**src/rtl/mem_port_arbiter.sv**
```systemverilog
// Shares one single-ported memory between instruction fetch and load/store, one transaction at a time.
// Define MEMARB_RR_EN for round-robin grants; otherwise data has priority and a starvation counter bounds fetch wait.
module mem_port_arbiter #(
    parameter int AW         = 32,
    parameter int MEM_LAT    = 1,
    parameter int STARVE_MAX = 4
) (
    input  logic          clk,
    input  logic          reset,
    input  logic          if_req_valid,
    input  logic [AW-1:0] if_req_addr,
    output logic          if_req_ready,
    output logic          if_rsp_valid,
    output logic [31:0]   if_rsp_data,
    input  logic          d_req_valid,
    input  logic          d_req_we,
    input  logic [AW-1:0] d_req_addr,
    input  logic [31:0]   d_req_wdata,
    input  logic [3:0]    d_req_be,
    output logic          d_req_ready,
    output logic          d_rsp_valid,
    output logic [31:0]   d_rsp_data,
    output logic [AW-1:0] mem_addr,
    output logic [31:0]   mem_wdata,
    output logic [3:0]    mem_be,
    output logic          mem_ren,
    output logic          mem_wren,
    input  logic [31:0]   mem_rdata,
    output logic          busy
);

    typedef enum logic [1:0] {
        ST_IDLE  = 2'd0,
        ST_ISSUE = 2'd1,
        ST_WAIT  = 2'd2,
        ST_RESP  = 2'd3
    } state_t;

    state_t        state_r;
    state_t        state_s;
    logic          lat_done_s;
    logic          can_accept_s;
    logic          grant_d_s;
    logic          d_ready_s;
    logic          if_ready_s;
    logic          d_acc_s;
    logic          if_acc_s;
    logic          acc_s;

    logic          owner_d_r;
    logic          owner_we_r;
    logic [2:0]    lat_cnt_r;
    logic [AW-1:0] mem_addr_r;
    logic [31:0]   mem_wdata_r;
    logic [3:0]    mem_be_r;
    logic          mem_ren_r;
    logic          mem_wren_r;
    logic          if_rsp_valid_r;
    logic [31:0]   if_rsp_data_r;
    logic          d_rsp_valid_r;
    logic [31:0]   d_rsp_data_r;
    logic          busy_r;

`ifdef MEMARB_RR_EN
    logic          last_d_r;

    // Round-robin choice: on a tie the requester not granted last wins
    always_comb begin
        grant_d_s = 1'b0;
        if (d_req_valid && if_req_valid) begin
            grant_d_s = !last_d_r;
        end else if (d_req_valid) begin
            grant_d_s = 1'b1;
        end else begin
            grant_d_s = 1'b0;
        end
    end

    // Last-grant history; starts as fetch so data wins the first tie
    always_ff @(posedge clk) begin
        if (reset) begin
            last_d_r <= 1'b0;
        end else if (acc_s) begin
            last_d_r <= d_acc_s;
        end
    end
`else
    logic [3:0]    starve_cnt_r;

    // Fixed priority choice: data wins a tie unless fetch has waited STARVE_MAX cycles
    always_comb begin
        grant_d_s = 1'b0;
        if (d_req_valid && if_req_valid) begin
            grant_d_s = (starve_cnt_r != 4'(STARVE_MAX));
        end else if (d_req_valid) begin
            grant_d_s = 1'b1;
        end else begin
            grant_d_s = 1'b0;
        end
    end

    // Saturating count of fetch cycles spent waiting, cleared when fetch is accepted
    always_ff @(posedge clk) begin
        if (reset) begin
            starve_cnt_r <= 4'd0;
        end else if (if_acc_s) begin
            starve_cnt_r <= 4'd0;
        end else if (if_req_valid && !if_ready_s && (starve_cnt_r != 4'(STARVE_MAX))) begin
            starve_cnt_r <= starve_cnt_r + 4'd1;
        end
    end
`endif

    // Acceptance window: only IDLE or the RESP cycle, never while reset is asserted
    always_comb begin
        can_accept_s = 1'b0;
        if (!reset && ((state_r == ST_IDLE) || (state_r == ST_RESP))) begin
            can_accept_s = 1'b1;
        end else begin
            can_accept_s = 1'b0;
        end
    end

    assign d_ready_s  = can_accept_s && grant_d_s;
    assign if_ready_s = can_accept_s && if_req_valid && !grant_d_s;
    assign d_acc_s    = d_req_valid && d_ready_s;
    assign if_acc_s   = if_req_valid && if_ready_s;
    assign acc_s      = d_acc_s || if_acc_s;

    // Next-state decode; lat_done_s marks the cycle mem_rdata is valid
    always_comb begin
        state_s    = state_r;
        lat_done_s = 1'b0;
        case (state_r)
            ST_IDLE, ST_RESP: begin
                if (acc_s) begin
                    state_s = ST_ISSUE;
                end else begin
                    state_s = ST_IDLE;
                end
            end
            ST_ISSUE: begin
                if (owner_we_r) begin
                    state_s = ST_RESP;
                end else begin
                    state_s = ST_WAIT;
                end
            end
            ST_WAIT: begin
                if (lat_cnt_r == 3'(MEM_LAT - 1)) begin
                    lat_done_s = 1'b1;
                    state_s    = ST_RESP;
                end else begin
                    state_s    = ST_WAIT;
                end
            end
            default: begin
                state_s = ST_IDLE;
            end
        endcase
    end

    // State register
    always_ff @(posedge clk) begin
        if (reset) begin
            state_r <= ST_IDLE;
        end else begin
            state_r <= state_s;
        end
    end

    // Request capture, memory strobes, latency count and response registers
    always_ff @(posedge clk) begin
        if (reset) begin
            owner_d_r      <= 1'b0;
            owner_we_r     <= 1'b0;
            lat_cnt_r      <= 3'd0;
            mem_addr_r     <= '0;
            mem_wdata_r    <= 32'h0;
            mem_be_r       <= 4'h0;
            mem_ren_r      <= 1'b0;
            mem_wren_r     <= 1'b0;
            if_rsp_valid_r <= 1'b0;
            if_rsp_data_r  <= 32'h0;
            d_rsp_valid_r  <= 1'b0;
            d_rsp_data_r   <= 32'h0;
            busy_r         <= 1'b0;
        end else begin
            mem_ren_r  <= if_acc_s || (d_acc_s && !d_req_we);
            mem_wren_r <= d_acc_s && d_req_we;
            if (d_acc_s) begin
                mem_addr_r  <= d_req_addr;
                mem_wdata_r <= d_req_wdata;
                mem_be_r    <= d_req_be;
                owner_d_r   <= 1'b1;
                owner_we_r  <= d_req_we;
            end else if (if_acc_s) begin
                mem_addr_r  <= if_req_addr;
                mem_be_r    <= 4'b1111;
                owner_d_r   <= 1'b0;
                owner_we_r  <= 1'b0;
            end
            if (state_r == ST_ISSUE) begin
                lat_cnt_r <= 3'd0;
            end else if (state_r == ST_WAIT) begin
                lat_cnt_r <= lat_cnt_r + 3'd1;
            end
            if (lat_done_s && owner_d_r) begin
                d_rsp_data_r <= mem_rdata;
            end
            if (lat_done_s && !owner_d_r) begin
                if_rsp_data_r <= mem_rdata;
            end
            if ((state_r == ST_ISSUE) && owner_we_r) begin
                d_rsp_data_r <= 32'h0;
            end
            if_rsp_valid_r <= (state_s == ST_RESP) && !owner_d_r;
            d_rsp_valid_r  <= (state_s == ST_RESP) && owner_d_r;
            busy_r         <= (state_s != ST_IDLE);
        end
    end

    assign if_req_ready = if_ready_s;
    assign d_req_ready  = d_ready_s;
    assign if_rsp_valid = if_rsp_valid_r;
    assign if_rsp_data  = if_rsp_data_r;
    assign d_rsp_valid  = d_rsp_valid_r;
    assign d_rsp_data   = d_rsp_data_r;
    assign mem_addr     = mem_addr_r;
    assign mem_wdata    = mem_wdata_r;
    assign mem_be       = mem_be_r;
    assign mem_ren      = mem_ren_r;
    assign mem_wren     = mem_wren_r;
    assign busy         = busy_r;

endmodule

```
**config.mk**
```make
export PLATFORM = sky130hd
export DESIGN_NAME = mem_port_arbiter
export DESIGN_NICKNAME = d
export VERILOG_FILES = /design/src/rtl/mem_port_arbiter.sv
export SDC_FILE = /design/constraint.sdc
export NUM_CORES = 1
export LEC_CHECK = 0
export BUFFER_PORTS_ARGS = -buffer_cell sky130_fd_sc_hd__buf_2
export CAP_MARGIN = 40
export CORE_ASPECT_RATIO = 0.5
export CORE_MARGIN = 4
export CORE_UTILIZATION = 25
export DETAILED_ROUTE_END_ITERATION = 6
export PLACE_DENSITY = 0.55
export SLEW_MARGIN = 20
export SYNTH_ARGS = -nofsm -noshare
export SYNTH_HDL_FRONTEND = slang
export SYNTH_SLANG_ARGS = --single-unit
export TNS_END_PERCENT = 1
```
**constraint.sdc**
```tcl
create_clock -name clk -period 2.4 [get_ports clk]
set_input_delay 0.72 -clock clk [delete_from_list [all_inputs] [get_ports clk]]
set_output_delay 0.72 -clock clk [all_outputs]
set_load 0.02 [all_outputs]
```
==> metrics.cfg, run 1 <==
[outcome]
status = complete, no violations

[power]
total_leakage_power_nw = 3.65
ir_drop_mv = 0.522
power_density_nw_per_um2 = 1130

[place]
routabilityCongestion = 0.823
io_buffers = 275
place_inst = 1217
post-dp-hpwl_microns = 13800

[critical_path]
critPathSlowestCell = dfxtp_2
critPathKind = reg -> out
startpoint = state_r[0]
required_ns = 1.68
crit_arrival_ns = 1.57
cp_num_buf_inv = 2
critPathMaxFanout = 3
worstPathCellList = inv_1, ha_4, nand2b_1, nor3_4, buf_6
r2r-start = starve_cnt_r[1]
critical-path-max-stage-delay_ns = 0.32
setup.worst_path.start_class = register
cp_top_family = simple AND/OR/NAND/NOR gates
endpoint_kind = output port

[grt]
grt_pass1_vias = 5544
antenna_found_initial = 0
gr-total-overflow = 0
grt_first_pass_wirelength_microns = 29100
grt_use_total_pct = 14.0
grt_max_degree = 60

[routing]
drt-pass1-iter-count = 4
drc = 0
ant_nets = 0
routedWlPerCell_microns = 15.3
drt_iter0_markers = 325
wirelength_microns = 19200
via_count = 5563
routed_via_density = 4.45

[finish]
fin_nets = 1075
mostFrequentLayoutCell = buf_2
area_growth_pct = 38.5
fillers = 2441
multi_input_area_sq_um = 2630
most-common-layout-cells = 273 x buf_2, 199 x nand2_1, 145 x dfxtp_1
drive_gt1_share_pct = 39.1
fin_cells = 1251
seqCellArea_sq_um = 2970

[floorplanning]
die_w_microns = 225
initial_core_util_pct = 25.6
io_pins = 276
num_rows = 39
design.core.area_sq_um = 23000
die_h_microns = 117
fp.dieArea_sq_um = 26200

[timing]
hold_viol = 0
setup_viol = 0
drv_slew = 0
worst_pin_slew_ns = 0.633
fmax_mhz = 436
setup-tns-final_ns = 0
whs_ns = 0.449
slew_headroom_pct = 57.8
period_share_pct = 95.6
finalCriticalPeriod_ns = 2.29
fin_worst_skew_ns = 0.00957
rsz0062_at_grt = false

[clock_network]
cts_max_path_buffers = 2
htreeDepth = 4
cts_tree = done
cts.sinks = 148
clkLatencyLatePin_ns = 0.43
clkSlewWorstSetupHoldPaths_ns = 0.05
clockRootBuffer = clkbuf_16
cts_buffers = 17
postCtsHoldBufs = 0

[logic_synthesis]
ys_ff_latch = 148
synth_edf_count = 0
yosys_warnings = 0
ys.flop_type = dfxtp_1
netlist_instances = 674
syn-num-nets = 817
syn_area_per_cell_sq_um = 8.74
syn-cell-area_sq_um = 5890
async_flop_share_pct = 0
ys_seq_area_share_pct = 50.3
synth_cell_types = 39

[min_path]
holdCritStartpoint = d_rsp_data[10]
hp-class = reg -> reg

[flow_run]
cap_violations = 0

power breakdown:
part,switching [mW],leakage (nW),internal [mW]
sequential,0.284,1.21,3.03
clock,1.02,0.274,1.60
combinational,2.04,2.17,1.22
through the flow:
stage	instance area (sq um)	power [mW]	util [%]	setup WS [ns]
CTS	8140	9.30	35.4	0.00711
finish	8160	9.19	35.5	0.105
global route	8160	9.75	35.5	0.00895
detailed placement	7530	6.61	32.8	0.120
floorplan	5890	5.49	-	0.0103
global placement	7530	6.56	32.8	0.147
worst paths after layout:
check | to | slack (ns) | cells after the start
max | d_req_ready | 0.11 | 5
min | d_rsp_data[10] | 0.45 | 2
max reg2reg | mem_addr[5] | 0.44 | 7
min reg2reg | d_rsp_data[10] | 0.45 | 2
state kept, by name, indices dropped and copies added, names as in the netlist:
register,cells
d_rsp_valid,1
busy,1
mem_be,4
mem_addr,32
if_rsp_data,32
mem_ren,1
mem_wdata,32
owner_we_r,1
state_r,2
if_rsp_valid,1
d_rsp_data,32
mem_wren,1
lat_cnt_r,3
starve_cnt_r,4
owner_d_r,1
cells in the mapped netlist, types with 2 or more instances:
library cell | instances | area, sq um
a21oi_1 | 68 | 340
a311oi_1 | 28 | 245
a311oi_2 | 4 | 60.1
and3_1 | 2 | 12.5
and3b_1 | 2 | 17.5
and4b_1 | 2 | 20.0
buf_1 | 3 | 11.3
buf_2 | 17 | 85.1
buf_6 | 8 | 90.1
clkbuf_1 | 28 | 105
dfxtp_1 | 148 | 2960
ha_1 | 6 | 75.1
inv_1 | 10 | 37.5
mux2_2 | 32 | 360
mux2i_1 | 3 | 30.0
nand2_1 | 199 | 747
nand2b_1 | 3 | 18.8
nand3b_1 | 5 | 37.5
nand4b_1 | 2 | 17.5
nor2_1 | 8 | 30.0
nor2b_1 | 33 | 206
nor3_1 | 43 | 215
o21a_1 | 4 | 30.0
layer usage:
metal	vias to the layer above	global-route usage (%)	share of wire [%]
li1	2789	-	-
met1	2651	16.2	42
met3	29	3.82	3.5
met2	94	25.4	53
met5	-	0	0
met4	0	4.99	1.8
layout make-up:
| class | instances | area share (%) |
|---|---|---|
| flip-flops and latches | 148 | 36.4 |
| multi-input cells | 459 | 32.2 |
| repair buffers | 296 | 19.2 |
| clock buffers | 22 | 5.81 |
| well taps | 307 | 4.71 |
| clock inverters | 8 | 1.24 |
| inverters | 10 | 0.460 |
| diodes | 1 | 0.0307 |
worst reg2reg max path, cell delays in order (launching register included):
cell and delay (ns):
dfxtp_2 0.32, inv_1 0.05, ha_2 0.17, and4b_2 0.25, buf_4 0.27, or2_1 0.31, buf_12 0.18, a311oi_1 0.29
kinds of logic (layout without fill, tap and decap cells):
logic type                 after synthesis  after routing  synth area share [%]
muxes                                   35             35                  6.62
and+or+nand+nor                        305            305                  23.4
xor gates and xnor gates                 2              2                 0.297
other                                    0              1                     0
AOI/OAI and AO/OA                      111            111                  12.4
adders and majority gates                6              6                  1.27
DFF                                    148            148                  50.3
buffers and inverters                   67            336                  5.71
what timing repair did:
| action | 4_1_cts | 5_1_grt |
|---|---|---|
| setup endpoints to repair | 2 | 2 |
| cloned | 0 | 0 |
| pin swaps | 2 | 1 |
| buffers inserted | 2 | 1 |
| gates resized for setup | 6 | 2 |
(Power assumes the default switching activity.)
==> run 2: changes to the inputs <==
Settings changed: ABC_AREA set to 1, MAX_ROUTING_LAYER set to met4.
==> run 2 against run 1 <==
Effect of this change:
- sequential power about the same
- sequential share of layout area decreased by 1.3 points
- total power increased by 0.75%
- maximum frequency decreased by 0.66%
- via count increased by 15%
- utilization decreased by 0.32 points
==> metrics.cfg, run 2 <==
[outcome]
status = complete, no violations

[place]
post-dp-hpwl_microns = 14800
routabilityCongestion = 0.823
io_buffers = 275
dp_slack_ns = 0.198

[power]
ir_drop_mv = 0.464
total_leakage_power_nw = 4.51
power_mw = 9.26
power_density_nw_per_um2 = 1090

[logic_synthesis]
synth_area_leaders = dfxtp_1 48%, nand2_1 13%, nand3_1 8.3%, nor2_1 6.1%, inv_1 5.0%
netlist_instances = 844
async_flop_share_pct = 0
netlist.area_leader.share_pct = 48.3
synth_edf_count = 0
ys_ff_latch = 148
synth_largest_area_cell = dfxtp_1
syn_area_per_cell_sq_um = 7.27
syn-cell-area_sq_um = 6140
yosys_warnings = 0
netlist_top_cells_count = 210 x nand2_1, 148 x dfxtp_1, 102 x nand3_1
ys_seq_area_share_pct = 48.3
synth.most_common_cell = nand2_1
ys.flop_type = dfxtp_1
synth_cell_types = 28
syn-num-nets = 987

[flow_run]
cap_violations = 0

[routing]
drt-pass1-iter-count = 5
routed_via_density = 4.39
ant_nets = 0
via_count = 6370
wirelength_microns = 20800
drt_iter0_markers = 429
drc = 0
routedWlPerCell_microns = 14.3

[critical_path]
critPathKind = reg -> out
reg2regPathDepth = 9
regToRegSetupSlack_ns = 0.72
r2r-start = state_r[0]
required_ns = 1.68
reg2reg_to = owner_we_r
crit_arrival_ns = 1.59
endpoint_kind = output port
critPathMaxFanout = 4
setup.worst_path.start_class = register

[clock_network]
clkSlewWorstSetupHoldPaths_ns = 0.06
cts_buffers = 17
cts_tree = done
cts_max_path_buffers = 2
cts.sinks = 148
clockRootBuffer = clkbuf_16
htreeDepth = 4
post_cts_buffers = 0
clkLatencyLatePin_ns = 0.43

[finish]
area_growth_pct = 37.9
multi_input_area_sq_um = 2570
mostFrequentLayoutCell = buf_2
fin_nets = 1246
seqCellArea_sq_um = 2970
drive_gt1_share_pct = 31.7
most-common-layout-cells = 273 x buf_2, 210 x nand2_1, 145 x dfxtp_1
fillers = 2594

[floorplanning]
design.core.area_sq_um = 24100
die_h_microns = 119
num_rows = 40
fp.dieArea_sq_um = 27300
io_pins = 276
die_w_microns = 230
initial_core_util_pct = 25.5

[timing]
setup_viol = 0
finalCriticalPeriod_ns = 2.31
worst_pin_slew_ns = 0.632
rsz0062_at_grt = true
hold_viol = 0
whs_ns = 0.459
drv_slew = 0
fin_worst_skew_ns = 0.00993
period_share_pct = 96.3
slew_headroom_pct = 57.8
fmax_mhz = 433
fin_ws_ns = 0.0900

[grt]
antenna_found_initial = 1
grt_use_total_pct = 15.2
grt_first_pass_wirelength_microns = 32300
grt_max_degree = 105
grt_pass1_vias = 6070
gr-total-overflow = 0

[min_path]
holdCritStartpoint = d_rsp_data[9]
min_path_cells = 2
worstHoldEndpoint = d_rsp_data[9]
hp-class = reg -> reg

[run 2: how the worst max path moves through the flow]
stage                from          end  slack, ns  cells after the start
2_1_floorplan       reset  d_req_ready       0.26                      6
3_3_place_gp        reset  d_req_ready       0.20                      7
3_5_place_dp        reset  d_req_ready       0.20                      7
4_1_cts        state_r[0]  d_req_ready     0.0009                      7
5_1_grt        state_r[0]  d_req_ready     -0.006                      7
6_report       state_r[0]  d_req_ready       0.09                      7
[run 2: stage by stage]
step	TNS (ns)	utilization (%)	area, sq um	std cells
finish	0	35.2	8470	1451
floorplan	0	-	6140	844
global route	-0.00581	35.2	8470	1451
CTS	0	35.1	8440	1450
global placement	0	32.6	7850	1420
detailed placement	0	32.6	7850	1420
[run 2: cell type report]
class	count	area share [%]
multi-input cells	552	30.4
flip-flops and latches	148	35.1
clock inverters	8	1.21
clock buffers	22	5.60
inverters	87	3.90
repair buffers	297	18.9
well taps	336	4.96
diodes	1	0.0296
[run 2: worst max-delay path, cell delays in order, from the launching register on]
cell     delay [ns]
dfxtp_2        0.33
inv_1          0.06
ha_4           0.31
nand2_4        0.08
inv_2          0.08
nand3_4        0.10
inv_4          0.07
buf_4          0.14
[run 2: kinds of logic after synthesis]
logic type / count (synthesis) / share of synthesized area (%)
simple gates: 461 / 32.7
compound gates: 84 / 7.23
flops: 148 / 48.3
buf+inv: 144 / 10.4
fa+ha+maj: 6 / 1.22
xor+xnor: 1 / 0.143
[run 2: routing by layer]
layer  track usage, %  up-vias  wire (microns)
li1                 -     3200               -
met1             17.2     2991            8760
met2             26.0      144           10700
met3             4.45       35             866
met4             4.90        0             446
met5                -        -               0
[run 2: power breakdown]
part	leakage [nW]	internal, mW	total (mW)	switching, mW
registers	1.21	3.01	3.28	0.270
clock network	0.278	1.60	2.64	1.04
logic	3.03	1.08	3.35	2.26
total	4.51	5.69	9.26	3.57
[run 2: repair_timing]
item | in CTS | in global routing
pin swaps | 1 | 1
hold buffers | 0 | 0
resized for setup | 5 | 6
setup endpoints to repair | 2 | 2
==> run 3: changes to the inputs <==
Settings changed: CELL_PAD_IN_SITES_DETAIL_PLACEMENT set to 2, CELL_PAD_IN_SITES_GLOBAL_PLACEMENT set to 2, CORE_UTILIZATION 25 to 24, PLACE_DENSITY 0.55 to 0.85, RECOVER_POWER set to 50.
==> run 3 against run 2 <==
Effect of this change:
- clock power increased by 3%
- sequential cell count did not move
- clock skew up 0.0012 ns
- register-to-register slack worse by 0.16 ns
- worst hold slack better by 0.0039 ns
- non-clock buffer count rose by 2
- combinational power grew 5%
- largest cell class unchanged
==> metrics.cfg, run 3 (same netlist as run 2, synthesis figures left out) <==
[place]
place_inst = 1427
io_buffers = 275
post-dp-hpwl_microns = 18600
routabilityCongestion = 0.773

[critical_path]
critPathKind = reg -> out
crit_arrival_ns = 1.61
critPathMaxFanout = 3
required_ns = 1.68
setup.worst_path.start_class = register
endpoint_kind = output port

[routing]
drt-pass1-iter-count = 4
routed_via_density = 4.58
drt_iter0_markers = 239
via_count = 6710
routedWlPerCell_microns = 18.1
drc = 0
ant_nets = 0
wirelength_microns = 26500

[clock_network]
clkSlewWorstSetupHoldPaths_ns = 0.06
cts_tree = done
cts_buffers = 17
clkLatencyLatePin_ns = 0.44
cts.sinks = 148
cts_max_path_buffers = 2
clockRootBuffer = clkbuf_16
htreeDepth = 4

[floorplanning]
num_rows = 41
die_w_microns = 234
io_pins = 276
die_h_microns = 121
initial_core_util_pct = 24.4
design.core.area_sq_um = 25200
fp.dieArea_sq_um = 28400

[finish]
mostFrequentLayoutCell = buf_2
area_growth_pct = 38.5
most-common-layout-cells = 273 x buf_2, 209 x nand2_1, 145 x dfxtp_1
fin_cells = 1465
drive_gt1_share_pct = 32.1
fin_nets = 1248

[grt]
gr-total-overflow = 0
grt_first_pass_wirelength_microns = 41600
antenna_found_initial = 3
grt_use_total_pct = 19.5
grt_pass1_vias = 7630
grt_max_degree = 104

[timing]
whs_ns = 0.463
hold_viol = 0
period_share_pct = 97.0
worst_pin_slew_ns = 0.632
fin_worst_skew_ns = 0.0111
slew_headroom_pct = 57.8
drv_slew = 0
finalCriticalPeriod_ns = 2.33
fmax_mhz = 430
rsz0062_at_grt = true
setup_viol = 0

[power]
ir_drop_mv = 0.552
p_clk_share_pct = 28.5
p_sw_mw = 3.86
p_sw_share_pct = 40.3
power_density_nw_per_um2 = 1120
total_leakage_power_nw = 4.52
pwr-share-comb_pct = 36.8
power_mw = 9.56
p_int_mw = 5.70
power_frac_seq_pct = 34.7

[flow_run]
cap_violations = 0

[min_path]
hp-class = reg -> reg

[outcome]
status = complete, no violations

-- run 3: cell types whose count changed in the layout (fill, tap and decap cells not counted), sizes merged --
cell,change
diode,+2
buf,+2
inv,+1
clkbuf,-1
clkinv,+1
clkinvlp,+1
-- run 3: power by group through the flow --
stage | Sequential (mW) | Clock [mW] | Combinational [mW]
3_5_place_dp | 3.35 | 0 | 3.44
4_1_cts | 3.32 | 2.80 | 3.54
5_1_grt | 3.38 | 2.92 | 3.88
3_3_place_gp | 3.32 | 0 | 3.26
2_1_floorplan | 3.91 | 0 | 1.55
6_report | 3.32 | 2.72 | 3.52
-- run 3: cell type report --
class	count	area (sq um)
Clock inverter	11	128
Clock buffer	21	460
Timing Repair Buffer	299	1610
Tap cell	344	430
Antenna cell	3	7.51
Inverter	87	330
Sequential cell	148	2970
Fill cell	2966	16700
Multi-Input combinational cell	552	2560
-- run 3: per-stage QoR --
stage	util, %	setup WS [ns]	area [sq um]	setup TNS [ns]
2_1_floorplan	-	0.262	6140	0
3_3_place_gp	31.0	0.0880	7820	0
3_5_place_dp	31.1	0.167	7850	0
4_1_cts	33.6	0.0112	8470	0
5_1_grt	33.8	-0.0129	8500	-0.0176
6_report	33.8	0.0731	8500	0
-- run 3: critical path, stage by stage (launching register included) --
cell     delay, ns
dfxtp_2       0.34
inv_1         0.07
ha_4          0.29
nand2_4       0.07
inv_2         0.09
nand3_4       0.10
inv_4         0.08
buf_6         0.12
-- run 3: metal layers --
layer / GRT usage (%) / vias to the layer above / share of wire [%]
met5: - / - / 0
met1: 20.3 / 3324 / 39
met3: 4.43 / 53 / 3.2
met4: 8.01 / 0 / 3.4
met2: 35.7 / 127 / 55
li1: - / 3206 / -
-- run 3: worst paths after layout --
check	startpoint	endpoint	slack (ns)	cells past startpoint
max	state_r[0]	d_req_ready	0.07	7
min	d_rsp_data[16]	d_rsp_data[16]	0.46	2
max reg2reg	lat_cnt_r[0]	d_rsp_data[26]	0.56	9
min reg2reg	d_rsp_data[16]	d_rsp_data[16]	0.46	2
-- run 3: what timing repair did --
| item | CTS | global route |
|---|---|---|
| endpoints found under the setup margin | 2 | 2 |
| buffers inserted | 2 | 1 |
| pin swaps | 2 | 1 |
| gates cloned | 0 | 0 |
| resized for setup | 8 | 5 |
| hold buffers | 0 | 0 |
